File: config.mk
export PLATFORM = sky130hd
export DESIGN_NAME = gemm_tile_sequencer
export DESIGN_NICKNAME = d
export VERILOG_FILES = /design/src/rtl/gemm_pkg.sv /design/src/rtl/gemm_loop_counter.sv /design/src/rtl/gemm_tile_sequencer.sv
export SDC_FILE = /design/constraint.sdc
export NUM_CORES = 1
export LEC_CHECK = 0
export CAP_MARGIN = 20
export CORE_ASPECT_RATIO = 0.6
export CORE_MARGIN = 2
export CORE_UTILIZATION = 50
export DETAILED_ROUTE_END_ITERATION = 12
export PLACE_DENSITY_LB_ADDON = 0.05
export SKIP_CTS_REPAIR_TIMING = 1
export SLEW_MARGIN = 20
export SYNTH_ARGS = -nofsm -noshare
export SYNTH_HDL_FRONTEND = slang
export SYNTH_SLANG_ARGS = --single-unit
File: constraint.sdc
create_clock -name clk_i -period 7.7 [get_ports clk_i]
set_input_delay 1.54 -clock clk_i [delete_from_list [all_inputs] [get_ports clk_i]]
set_output_delay 1.54 -clock clk_i [all_outputs]
set_load 0.01 [all_outputs]
File: src/rtl/gemm_pkg.sv
// Shared types and helpers for the tiled GEMM sequencer.
package gemm_pkg;

  typedef enum logic [2:0] {IDLE, FETCH, DRAIN, WRITE, DONE} state_e;

  typedef enum logic {ORDER_N_INNER = 1'b0, ORDER_M_INNER = 1'b1} loop_order_e;

  localparam int CalcWidth = 64;

  // Widened so num + den - 1 style overflow can never bite; callers truncate.
  function automatic logic [CalcWidth-1:0] ceil_div(input logic [CalcWidth-1:0] num,
                                                    input logic [CalcWidth-1:0] den);
    ceil_div = (num / den) + {{(CalcWidth-1){1'b0}}, ((num % den) != '0)};
  endfunction

endpackage

File: src/rtl/gemm_loop_counter.sv
// Up-counter with a runtime limit; wraps to 0 and raises carry_o on the final enabled step.
module gemm_loop_counter #(
  parameter int Width = 32
) (
  input  logic             clk_i,
  input  logic             rst_i,
  input  logic             clear_i,
  input  logic             en_i,
  input  logic [Width-1:0] limit_i,
  output logic [Width-1:0] count_o,
  output logic             carry_o
);

  assign carry_o = en_i && (count_o == limit_i - Width'(1));

  always_ff @(posedge clk_i or posedge rst_i) begin
    if (rst_i) begin
      count_o <= '0;
    end else if (clear_i) begin
      count_o <= '0;
    end else if (en_i) begin
      count_o <= carry_o ? '0 : count_o + Width'(1);
    end
  end

endmodule

File: src/rtl/gemm_tile_sequencer.sv
// Output-stationary tiled GEMM sequencer: walks k within a tile, then tiles in the
// selected loop order, emitting SRAM addresses and aligned MAC strobes.
module gemm_tile_sequencer
  import gemm_pkg::*;
#(
  parameter int RowPar        = 4,
  parameter int ColPar        = 16,
  parameter int AddrWidth     = 12,
  parameter int SizeAddrWidth = 32
) (
  input  logic                     clk_i,
  input  logic                     rst_i,
  input  logic                     start_i,
  input  logic [SizeAddrWidth-1:0] M_size_i,
  input  logic [SizeAddrWidth-1:0] K_size_i,
  input  logic [SizeAddrWidth-1:0] N_size_i,
  input  logic [AddrWidth-1:0]     a_base_i,
  input  logic [AddrWidth-1:0]     b_base_i,
  input  logic [AddrWidth-1:0]     c_base_i,
  input  logic                     loop_order_i,
  input  logic                     stall_i,
  output logic [AddrWidth-1:0]     sram_a_addr_o,
  output logic [AddrWidth-1:0]     sram_b_addr_o,
  output logic [AddrWidth-1:0]     sram_c_addr_o,
  output logic                     sram_c_we_o,
  output logic                     mac_valid_o,
  output logic                     mac_clear_o,
  output logic                     mac_last_o,
  output logic                     busy_o,
  output logic                     done_o,
  output logic                     err_o
);

  state_e                   state, state_next;
  logic [SizeAddrWidth-1:0] k_size, m_tiles, n_tiles;
  logic [AddrWidth-1:0]     a_base, b_base, c_base;
  loop_order_e              order;
  logic                     err;

  logic                     start_accept, issue, tile_step, m_inner, addr_live;
  logic [SizeAddrWidth-1:0] k_count, inner_count, outer_count;
  logic [SizeAddrWidth-1:0] inner_limit, outer_limit, rb, cb;
  logic                     k_carry, inner_carry, outer_carry;

  assign start_accept = (state == IDLE) && start_i;
  assign issue        = (state == FETCH) && !stall_i && !err;
  assign tile_step    = (state == WRITE) && !stall_i;
  assign m_inner      = (order == ORDER_M_INNER);
  assign inner_limit  = m_inner ? m_tiles : n_tiles;
  assign outer_limit  = m_inner ? n_tiles : m_tiles;
  assign rb           = m_inner ? inner_count : outer_count;
  assign cb           = m_inner ? outer_count : inner_count;

  // Error is decided from the raw sizes at start so the first FETCH cycle can bail straight to DONE.
  always_ff @(posedge clk_i or posedge rst_i) begin
    if (rst_i) begin
      k_size  <= '0;
      m_tiles <= '0;
      n_tiles <= '0;
      a_base  <= '0;
      b_base  <= '0;
      c_base  <= '0;
      order   <= ORDER_N_INNER;
      err     <= 1'b0;
    end else if (start_accept) begin
      k_size  <= K_size_i;
      m_tiles <= SizeAddrWidth'(ceil_div(CalcWidth'(M_size_i), CalcWidth'(RowPar)));
      n_tiles <= SizeAddrWidth'(ceil_div(CalcWidth'(N_size_i), CalcWidth'(ColPar)));
      a_base  <= a_base_i;
      b_base  <= b_base_i;
      c_base  <= c_base_i;
      order   <= loop_order_e'(loop_order_i);
      err     <= (M_size_i == '0) || (K_size_i == '0) || (N_size_i == '0);
    end
  end

  gemm_loop_counter #(.Width(SizeAddrWidth)) u_k_counter (
    .clk_i   (clk_i),
    .rst_i   (rst_i),
    .clear_i (start_accept),
    .en_i    (issue),
    .limit_i (k_size),
    .count_o (k_count),
    .carry_o (k_carry)
  );

  gemm_loop_counter #(.Width(SizeAddrWidth)) u_inner_counter (
    .clk_i   (clk_i),
    .rst_i   (rst_i),
    .clear_i (start_accept),
    .en_i    (tile_step),
    .limit_i (inner_limit),
    .count_o (inner_count),
    .carry_o (inner_carry)
  );

  // Outer carry fires only when both counters wrap together, i.e. on the final tile's write.
  gemm_loop_counter #(.Width(SizeAddrWidth)) u_outer_counter (
    .clk_i   (clk_i),
    .rst_i   (rst_i),
    .clear_i (start_accept),
    .en_i    (inner_carry),
    .limit_i (outer_limit),
    .count_o (outer_count),
    .carry_o (outer_carry)
  );

  always_ff @(posedge clk_i or posedge rst_i) begin
    if (rst_i) begin
      state <= IDLE;
    end else begin
      state <= state_next;
    end
  end

  always_comb begin
    state_next = state;
    unique case (state)
      IDLE:    if (start_i) state_next = FETCH;
      FETCH:   if (err) state_next = DONE;
               else if (k_carry) state_next = DRAIN;
      DRAIN:   state_next = WRITE;
      WRITE:   if (!stall_i) state_next = outer_carry ? DONE : FETCH;
      DONE:    state_next = IDLE;
      default: state_next = IDLE;
    endcase
  end

  // Strobes lag the issue cycle by one to line up with the SRAM read data.
  always_ff @(posedge clk_i or posedge rst_i) begin
    if (rst_i) begin
      mac_valid_o <= 1'b0;
      mac_clear_o <= 1'b0;
      mac_last_o  <= 1'b0;
    end else begin
      mac_valid_o <= issue;
      mac_clear_o <= issue && (k_count == '0);
      mac_last_o  <= k_carry;
    end
  end

  assign addr_live     = (state == FETCH) || (state == DRAIN) || (state == WRITE);
  assign sram_a_addr_o = addr_live ? AddrWidth'(SizeAddrWidth'(a_base) + rb * k_size + k_count) : '0;
  assign sram_b_addr_o = addr_live ? AddrWidth'(SizeAddrWidth'(b_base) + cb * k_size + k_count) : '0;
  assign sram_c_addr_o = addr_live ? AddrWidth'(SizeAddrWidth'(c_base) + rb * n_tiles + cb) : '0;
  assign sram_c_we_o   = tile_step;
  assign busy_o        = (state != IDLE);
  assign done_o        = (state == DONE);
  assign err_o         = err;

endmodule
==> reports/qor.yml <==
status: "finished, violations left"
violations: "setup timing"
hold_start: "a_base[1]"
dieArea_sq_um: 52230
track_usage: 0.3424
skew_ps: 35.18
wl_per_cell_um: 22.83
nets: 3672
core_sq_um: 49580
p_leak_nw: 13.29
die_h_um: 177.8
synth_area_leaders: "dfrtp_1, fa_1, xnor2_1, nand2_1, ha_1"
htree_levels: 1
report.final.setup_viol: 8
root_buffer: "clkbuf_16"
rr_worst_depth: 15
num_vias: 23322
setup-tns-final_ps: -845.6
synth_fp_nets: 3502
die_width_um: 293.7
areaGrowthSynthToFinish_pct: 16.48
grt_pass1_wl_um: 134800
wirelength_um: 89280
r2r_start: "m_inner"
crit_type: "register to primary output"
tightest_slew_ps: 1061
synth_edf_count: 0
synth.most_common_cell: "nand2_1"
first_pass_iters: 5
grt_overflow_total: 0
cts_buffers: 26
gp_congestion: 0.9705
antenna_found_initial: 3
synthesis.area_sq_um: 25180
post_layout_nonfiller_instances: 3910
synthTopCellsByCount: "nand2_1, inv_1, dfrtp_1"
slew_headroom: 0.2743
first_global_vias: 21979
postRouteAntennaNets: 0
setup_slack_ps: -163.5
yosysSeqAreaShare: 0.2306
startpoint_type: "register"
path_max_fanout: 8
via_per_inst: 5.965
fmax_mhz: 127.2
hp-class: "register to register"
rsz0062_at_grt: "true"
post-route-util: 0.5915
arrival_ps: 6320
clockBufferDepth: 3
num_io_pins: 180
finalHoldViolCount: 0
synth_flop_cell: "dfrtp_1"
cts_num_sinks: 232
min_period_over_period: 1.021
startpoint: "m_inner"
start_util: 0.5078
synth_top_area_share: 0.2306
path_clk_slew_ps: 80
critPathCaptureType: "primary output"
port_buffers: 179
maxSlewViolCount: 0
min_period_ps: 7863
maxCapViolCount: 0
cts_tree: "yes"
synth.largest_area_cell: "dfrtp_1"
yosysWarningCount: 0
synth.avg_cell_area_sq_um: 8.204
synth_cells: 3069
drc: 0
synth_seq_cells: 232
design_area_sq_um: 29330
place_inst: 3854
pre_cts_ws_ps: -46.24
grt_start_max_net_pins: 171
drive_gt1_frac: 0.08901
holdPathStages: 2
std_cell_rows: 63
dpl_cell_area_sq_um: 28150
dp_hpwl_um: 71680
async_reset_ff_frac: 1.000
clock_latency_ps: 600
p_per_area_nw_per_um2: 163.5
ir_drop_mv: 0.1806
crit_required_ps: 6160
synth_cell_type_count: 82
drt_iter0_markers: 2305
[per-stage QoR]
stage	hold WS [ps]	total power (W)
after global placement	474.8	0.003412
after floorplan	452.3	0.002655
after global routing	539.3	0.005051
after CTS	490.8	0.004745
final	487.7	0.004794
after detailed placement	475.3	0.003447
[cells in the final DEF, fill, tap and decap left out, types with 9 or more instances in the layout]
cell / count
o31ai_1: 11
nand2b_1: 18
dlymetal6s2s_1: 12
or4_1: 17
and2_1: 75
clkdlybuf4s50_1: 159
nor4_1: 58
and4_1: 10
xnor2_1: 201
o21ai_0: 154
nand3_1: 74
a21o_1: 31
nand2_1: 444
nor2_1: 199
clkbuf_16: 27
ha_4: 12
nor3_1: 76
ha_1: 116
o21ai_1: 9
inv_2: 14
nand4_1: 54
a31oi_1: 19
dfrtp_1: 231
and3_1: 54
a22o_1: 9
or2_2: 9
or3_1: 25
nor2b_1: 24
nor3b_1: 21
inv_1: 313
nor4b_1: 9
mux2i_1: 74
xor2_1: 113
buf_4: 112
fa_1: 163
mux2_2: 13
a211o_1: 11
a21oi_1: 68
[sequential cells by signal, summed over array words and instances (netlist names)]
name                     cells
m_inner                      1
mac_clear_o                  1
u_outer_counter.count_o     32
k_size                      32
m_tiles                     31
b_base                      12
u_inner_counter.count_o     32
err_o                        1
n_tiles                     29
c_base                      12
mac_valid_o                  1
u_k_counter.count_o         32
a_base                      12
mac_last_o                   1
state                        3
[routing by layer]
| metal | global-route usage | wire length, um | up-vias |
|---|---|---|---|
| met3 | 0.1374 | 12600 | 96 |
| met4 | 0.05293 | 1436 | 4 |
| li1 | - | - | 10613 |
| met1 | 0.5498 | 43840 | 11439 |
| met5 | 0.01501 | 214 | - |
| met2 | 0.4164 | 31190 | 1170 |
[cell type report]
type	instances	area [sq um]
Sequential cell	232	5809
Timing Repair Buffer	301	2796
Multi-Input combinational cell	2348	17810
Tap cell	650	813.3
Fill cell	4425	20250
Inverter	330	1245
Clock buffer	38	745.7
Clock inverter	9	103.9
Antenna cell	2	5.005
[critical path, stage by stage (launching register included)]
cell and delay [ps]:
dfrtp_4 550, buf_6 150, mux2_4 330, buf_12 150, and2_4 160, fa_1 530
inv_1 50, fa_1 470, inv_1 50, fa_1 480, inv_1 50, fa_1 530
inv_2 50, fa_1 530, inv_1 50, fa_1 490, inv_2 50, ha_4 230
a21o_1 170, a21oi_2 170, o21ai_2 80, xnor2_1 180, nor2_1 70, buf_2 150
[worst paths after layout]
kind	end	slack, ps
worst min register to register	a_base[1]	490
min in group asynchronous	k_size[21]	1580
max in group asynchronous	b_base[5]	4550
worst max-delay path	sram_a_addr_o[11]	-160
worst max register to register	u_outer_counter.count_o[5]	1300
worst min-delay path	a_base[1]	490
[cells by family (layout without fill, tap and decap cells)]
group / after synthesis / in the layout / synth area share
muxes: 96 / 96 / 0.03965
DFF: 232 / 232 / 0.2306
and+or+nand+nor: 1212 / 1213 / 0.2397
AOI/OAI and AO/OA: 428 / 428 / 0.1071
buffers and inverters: 490 / 678 / 0.07628
other: 0 / 2 / 0
adders and majority gates: 296 / 296 / 0.1972
xor gates and xnor gates: 315 / 315 / 0.1096
[report_power, final]
part | leakage, nW | total [W] | switching (W) | internal (W)
Clock | 0.410 | 0.00129 | 0.000586 | 0.000709
Sequential | 3.01 | 0.00154 | 0.000232 | 0.00131
Combinational | 9.86 | 0.00196 | 0.00110 | 0.000859
Total | 13.3 | 0.00479 | 0.00192 | 0.00288
Power figures use the tool's default switching activity.
